[src/rtl/fifo_pkt_reader.sv]
// fifo_pkt_reader: drains one router FIFO into a valid/ready byte stream with sop/eop, parity check and stall timeout.
// Optional parity checking is built when FIFO_PKT_READER_PARITY_CHECK_EN is defined.
module fifo_pkt_reader #(
  parameter int TIMEOUT = 30
) (
  input  logic       clock,
  input  logic       reset,
  input  logic       soft_reset,
  input  logic       fifo_empty,
  input  logic [7:0] fifo_data,
  output logic       fifo_read_enb,
  output logic [7:0] dout,
  output logic       dout_valid,
  input  logic       dout_ready,
  output logic       dout_sop,
  output logic       dout_eop,
  output logic [1:0] pkt_addr,
  output logic       parity_err,
  output logic       timeout_rst,
  output logic       busy
);
  typedef enum logic [1:0] {IDLE, HDR, PAYLOAD, PARITY} state_t;
  state_t state, state_nxt;
  logic inflight, par_popped, accept, stalled, timeout, abort, pop;
  logic [5:0] cnt;
  logic [7:0] stall;
  assign accept = dout_valid & dout_ready;
  assign stalled = dout_valid & !dout_ready;
  assign timeout = stalled & (stall == 8'(TIMEOUT - 1));
  assign abort = soft_reset | timeout;
  // A pop needs the output slot to be free by the capture edge, so pops and captures alternate
  assign pop = !reset & !fifo_empty & !inflight & (!dout_valid | dout_ready) & !abort & !(state == PARITY & par_popped);
  assign fifo_read_enb = pop;
  assign busy = state != IDLE;
  always_comb begin
    state_nxt = state;
    if (abort) state_nxt = IDLE;
    else if (state == IDLE && pop) state_nxt = HDR;
    else if (state == HDR && inflight) state_nxt = fifo_data[7:2] == 6'd0 ? PARITY : PAYLOAD;
    else if (state == PAYLOAD && inflight && cnt == 6'd1) state_nxt = PARITY;
    else if (state == PARITY && accept && dout_eop) state_nxt = IDLE;
  end
  always_ff @(posedge clock or posedge reset)
    if (reset) begin
      state <= IDLE;
      inflight <= 1'b0;
      par_popped <= 1'b0;
      cnt <= 6'd0;
      stall <= 8'd0;
      dout <= 8'h00;
      dout_valid <= 1'b0;
      dout_sop <= 1'b0;
      dout_eop <= 1'b0;
      pkt_addr <= 2'b00;
      timeout_rst <= 1'b0;
    end else begin
      state <= state_nxt;
      stall <= stalled & !abort ? stall + 8'd1 : 8'd0;
      timeout_rst <= timeout;
      if (abort) begin
        inflight <= 1'b0;
        par_popped <= 1'b0;
        cnt <= 6'd0;
        dout_valid <= 1'b0;
        dout_sop <= 1'b0;
        dout_eop <= 1'b0;
      end else begin
        inflight <= pop;
        par_popped <= (state_nxt == PARITY) & (par_popped | (pop & state == PARITY));
        if (inflight) begin
          dout <= fifo_data;
          dout_valid <= 1'b1;
          dout_sop <= state == HDR;
          dout_eop <= state == PARITY;
        end else if (accept) begin
          dout_valid <= 1'b0;
          dout_sop <= 1'b0;
          dout_eop <= 1'b0;
        end
        if (inflight && state == HDR) begin
          cnt <= fifo_data[7:2];
          pkt_addr <= fifo_data[1:0];
        end else if (inflight && state == PAYLOAD) cnt <= cnt - 6'd1;
      end
    end
`ifdef FIFO_PKT_READER_PARITY_CHECK_EN
  logic [7:0] acc;
  // dout still holds the parity byte when it is accepted, so compare there
  always_ff @(posedge clock or posedge reset)
    if (reset) begin
      acc <= 8'h00;
      parity_err <= 1'b0;
    end else begin
      parity_err <= !abort & accept & dout_eop & (acc != dout);
      acc <= abort ? 8'h00 : inflight & state == HDR ? fifo_data : inflight & state == PAYLOAD ? acc ^ fifo_data : acc;
    end
`else
  assign parity_err = 1'b0;
`endif
endmodule

[config.mk]
export PLATFORM = sky130hd
export DESIGN_NAME = fifo_pkt_reader
export DESIGN_NICKNAME = d
export VERILOG_FILES = /design/src/rtl/fifo_pkt_reader.sv
export SDC_FILE = /design/constraint.sdc
export NUM_CORES = 1
export LEC_CHECK = 0
export CAP_MARGIN = 20
export CELL_PAD_IN_SITES_DETAIL_PLACEMENT = 2
export CELL_PAD_IN_SITES_GLOBAL_PLACEMENT = 2
export CORE_ASPECT_RATIO = 1.25
export CORE_UTILIZATION = 43
export DETAILED_ROUTE_END_ITERATION = 8
export DONT_BUFFER_PORTS = 1
export GPL_TIMING_DRIVEN = 0
export PLACE_DENSITY = 0.88
export SLEW_MARGIN = 20
export SYNTH_ARGS = -nofsm -noshare
export SYNTH_HDL_FRONTEND = slang
export SYNTH_SLANG_ARGS = --single-unit
export TNS_END_PERCENT = 100
[constraint.sdc]
create_clock -name clock -period 2.7 [get_ports clock]
set_clock_uncertainty 0.15 [all_clocks]
set_input_delay 0.54 -clock clock [delete_from_list [all_inputs] [get_ports clock]]
set_output_delay 0.54 -clock clock [all_outputs]
set_load 0.01 [all_outputs]
Yosys cells after proc, flatten, opt, wreduce, memory -nomap -nowiden:

Cells that the tools add are included.

* register bits after elaboration: 32
* latch bits: 0
* RAM bits: 0
* ROM bits: 0
* input bits: 13
* word-level logic and storage cells: 74
* memories kept: 0

* add/subtract/negate cells: 2
* $mul: 0
* divide/modulo/power cells: 0
* order comparisons: 0
* equality and inequality tests: 6
* shifts and indexed selects: 0
* mux-type cells: 19
* bitwise operators: 16
* reduce and logical (&&, ||, !) cells: 20

Operators by type and width (number)
* $mux 6: 3
* $and 1x1->1: 12
* $mux 1: 10
* $mux 2: 5
* $add 8x1->8 const B: 1
* $eq 8x5->1 const B: 1
* $mux 8: 1
* $logic_not 1->1: 7
* $eq 2x2->1 const B: 3
* $eq 6x1->1 const B: 1
* $logic_and 1x1->1: 6
* $logic_not 6->1: 1
* $reduce_bool 3->1: 2
* $sub 6x1->6 const B: 1
* $reduce_and 2->1: 2
* $or 1x1->1: 3
* $eq 2x1->1 const B: 1
* $logic_not 2->1: 1
* $reduce_bool 2->1: 1
* $not 1->1: 1

Depth between registers and ports, before layout:

* depth in word-level cells: 13
* gate-level depth with buffers: 7

Least setup slack after synthesis:

No wires, ideal clock.

* kind: input to output
* start point: input soft_reset
* end point: output fifo_read_enb
* arrival: 1.213 ns
* required time: 2.010 ns
* setup slack: 0.797 ns
* cell stages on the path: 3
* cell sequence: nor4_1 -> nand2_1 -> a31oi_1

* word-level cells in the longest chain between the ends: 4

Ends and longest elaborated chain
* start: declaration: line 8 `input logic soft_reset,`
* $or 1x1->1: line 30 `assign abort = soft_reset | timeout;`
* $logic_not 1->1: line 32 `assign pop = !reset & !fifo_empty & !inflight & (!dout_valid | dout_ready) & !abort & !(state == PARITY & par_ ...`
* $and 1x1->1 (2 in a row): line 32
* end: declaration: line 11 `output logic fifo_read_enb,`

Every way passes these cells.

Worst setup path in the final report:

* start point: register inflight
* end point: output fifo_read_enb

* word-level cells in the longest chain between the ends: 5

Ends and longest elaborated chain
* start: declaration: line 24 `logic inflight, par_popped, accept, stalled, timeout, abort, pop;`
* start signal: assignment: line 68 `inflight <= pop;`
* $logic_not 1->1: line 32
* $and 1x1->1 (4 in a row): line 32

Every way passes these cells.

==> run metrics <==
DRT iter0 DRCs=25; status=complete, no violations; final setup vio count=0; CP max FO=8; die width=56.6 um; post-synthesis sequential area ratio=50.0%; Reg area=801 sq um; Min-Delay Path Class=in2async; Crit. End Element=output pin; WP data required=2.01 ns; DR vias/cell=5.85; Static Leak=0.773 nW; die area=3970 sq um; final count of hold timing violations=0; detailed-route wire length per cell=21.0 um; Ys Warns=0; post-route clock period utilization=88.7%; Clock Power Share=40.9%; GRT Total Usage=22.2%; Antenna Nets Post-Route=0; Skew-Pair Late Insertion Delay=0.29 ns; TNS Setup=0 ns; fillers=354; via count=1089; row cnt=24; post-synthesis cell area=1600 sq um; Cell variety after synth=40; CTS resizes=0; initial antenna violation count=0; max-cap violations=0; largest net degree at the start of global routing=33; Port Buf Inserts=0; pre-CTS WS=0.628 ns; 1st-pass router iterations=5; worst setup path class=reg2out; area of the multi-input gates=739 sq um; number of global-route vias before repair=1272; syn nets=156; Int Power=0.839 mW; Slew headroom=54.3%; Worst IR Drop VDD=443 uV; Setup Fix Bufs, Post-CTS=0; core region area=3510 sq um; Comb power frac=8.2%; clk sinks=32; fin. max-slew vios=0; final global-route overflow total=0; mean post-synth cell area=11.5 sq um; Clk pin slew, worst setup/hold paths=0.07 ns; Total Wirelength=3910 um; Mapped Cells=139; hold_buf cts=0; # DRC=0; switching pwr=0.283 mW; Nets=163; sequential power share=50.9%; synth top area cells=dfrtp_1 50%, mux2_2 7.0%, nor2_1 4.0%, xor2_1 3.3%, ha_1 3.1%; actual slew at the worst max-slew pin=0.685 ns; global-route wire length before repair=6560 um; RSZ-0062 raised after global routing=no; Die Ht=70.2 um; CTS H-Tree Depth=2; share of cells above drive strength 1=25.2%; Num CTS Buffers=5; Fmax=418 MHz; IO Pins=30; Final WS setup=0.306 ns; Initial Utilization=45.6%; leading area contributor after synthesis=dfrtp_1; Synth top area share=50.0%; clk root buf=clkbuf_8; WP data arrival=1.70 ns; Ant. Diodes=0; #FFs+latches synth=32; CP startpoint kind=flop; CTS max path bufs=2; Tmin final=2.39 ns; post-detail-place hpwl=2790 um; final design utilization=50.0%; Sw Share=25.2%; Power per Cell Area=638 nW/um^2; Final GP Congestion=0.745; CTS tree=built; synth-to-layout area growth=9.77%
==> metrics by stage <==
step / instances / power (mW) / hold slack (ns) / area, sq um
final: 186 / 1.12 / 0.0817 / 1760
after global routing: 186 / 1.16 / 0.132 / 1760
after CTS: 186 / 1.13 / 0.105 / 1760
after detailed placement: 178 / 0.672 / 0.355 / 1650
after global placement: 178 / 0.660 / 0.319 / 1650
after floorplan: 139 / 0.643 / 0.310 / 1600
==> kinds of logic (layout without fill, tap and decap cells) <==
family	count (synthesis)	after routing	share of synthesized area [%]
other	1	1	0.234
XOR/XNOR	11	11	6.02
AND/OR/NAND/NOR	51	51	20.9
AO/OA/AOI/OAI	18	18	8.83
flip-flops	32	32	50.0
multiplexers	10	10	7.03
buffers and inverters	12	20	3.83
adder cells (fa/ha/maj)	4	4	3.13
==> registers in the layout (all words and copies together) (netlist names), 2 cells and up <==
name / flops
cnt: 6
dout: 8
pkt_addr: 2
stall: 8
state: 2
==> synthesized netlist by cell type <==
library cell   n
dfrtp_1       32
nor2_1        17
mux2_2        10
nand3_1        9
xor2_1         6
a211oi_1       5
a21oi_1        5
inv_1          5
xnor2_1        5
buf_2          4
ha_1           4
buf_4          3
a31oi_1        2
and3_1         2
nand2_1        2
nor2b_1        2
nor3b_2        2
nor4_1         2
a211oi_2       1
a41o_4         1
a41oi_1        1
and3_4         1
and4_1         1
conb_1         1
nand2b_1       1
nand3b_1       1
nand3b_4       1
nand4b_1       1
nand4b_2       1
nor2_4         1
nor3_1         1
nor3_2         1
nor4_4         1
o211ai_1       1
o21bai_1       1
o32ai_1        1
or2_1          1
or2_2          1
or3_4          1
or4_1          1
==> power groups by stage <==
stage,logic [mW],clock network [mW],registers (mW)
finish,0.0921,0.459,0.571
global route,0.101,0.485,0.575
CTS,0.0944,0.469,0.571
detailed placement,0.0922,0,0.580
global placement,0.0842,0,0.576
floorplan,0.0745,0,0.568
==> worst max-delay path, cell delays in order (launching register included) <==
cell,delay [ns]
dfrtp_1,0.36
buf_4,0.17
nor4_1,0.40
nand2_1,0.17
a31oi_1,0.32
==> layer usage <==
layer  vias to the layer above  global-route usage, %  share of wire, %  routed length (um)
li1                        502                      -                 -                   -
met1                       551                   24.1                38                1480
met2                        25                   40.0                57                2210
met3                        11                   6.11               3.3                 129
met4                         0                   8.94               2.3                  89
met5                         -                      0                 0                   0
==> path summary, 6_finish.rpt <==
check	startpoint	to	slack, ns	depth (start not counted)
max in group asynchronous	reset	pkt_addr[0]$_DFFE_PP0P_	1.88	1
worst max register to register	stall[0]$_DFF_PP0_	dout[5]$_DFFE_PP0P_	0.78	5
worst min-delay path	reset	stall[0]$_DFF_PP0_	0.08	1
min in group clock	fifo_data[6]	dout[6]$_DFFE_PP0P_	0.24	1
worst max-delay path	inflight$_DFF_PP0_	fifo_read_enb	0.31	4
worst min register to register	par_popped$_DFF_PP0_	inflight$_DFF_PP0_	0.38	1
==> cell type report <==
class	instances	area share, %
Clock buffer	6	4.13
Sequential cell	32	45.6
Tap cell	39	2.78
Buffer	7	2.42
Multi-Input combinational cell	95	42.1
Clock inverter	2	1.99
Inverter	5	1.07
==> placed cells by master (no fill, tap or decap), types with 2 or more instances in the layout <==
cell type  count
nand2_1        2
a31oi_1        2
nor3b_2        2
a211oi_1       5
xnor2_1        5
ha_1           4
nor2b_1        2
clkbuf_8       5
buf_4          3
mux2_2        10
nor4_1         2
nand3_1        9
dfrtp_1       32
inv_1          4
xor2_1         6
and3_1         2
a21oi_1        5
buf_2          4
nor2_1        17
Power figures use the tool's default switching activity.
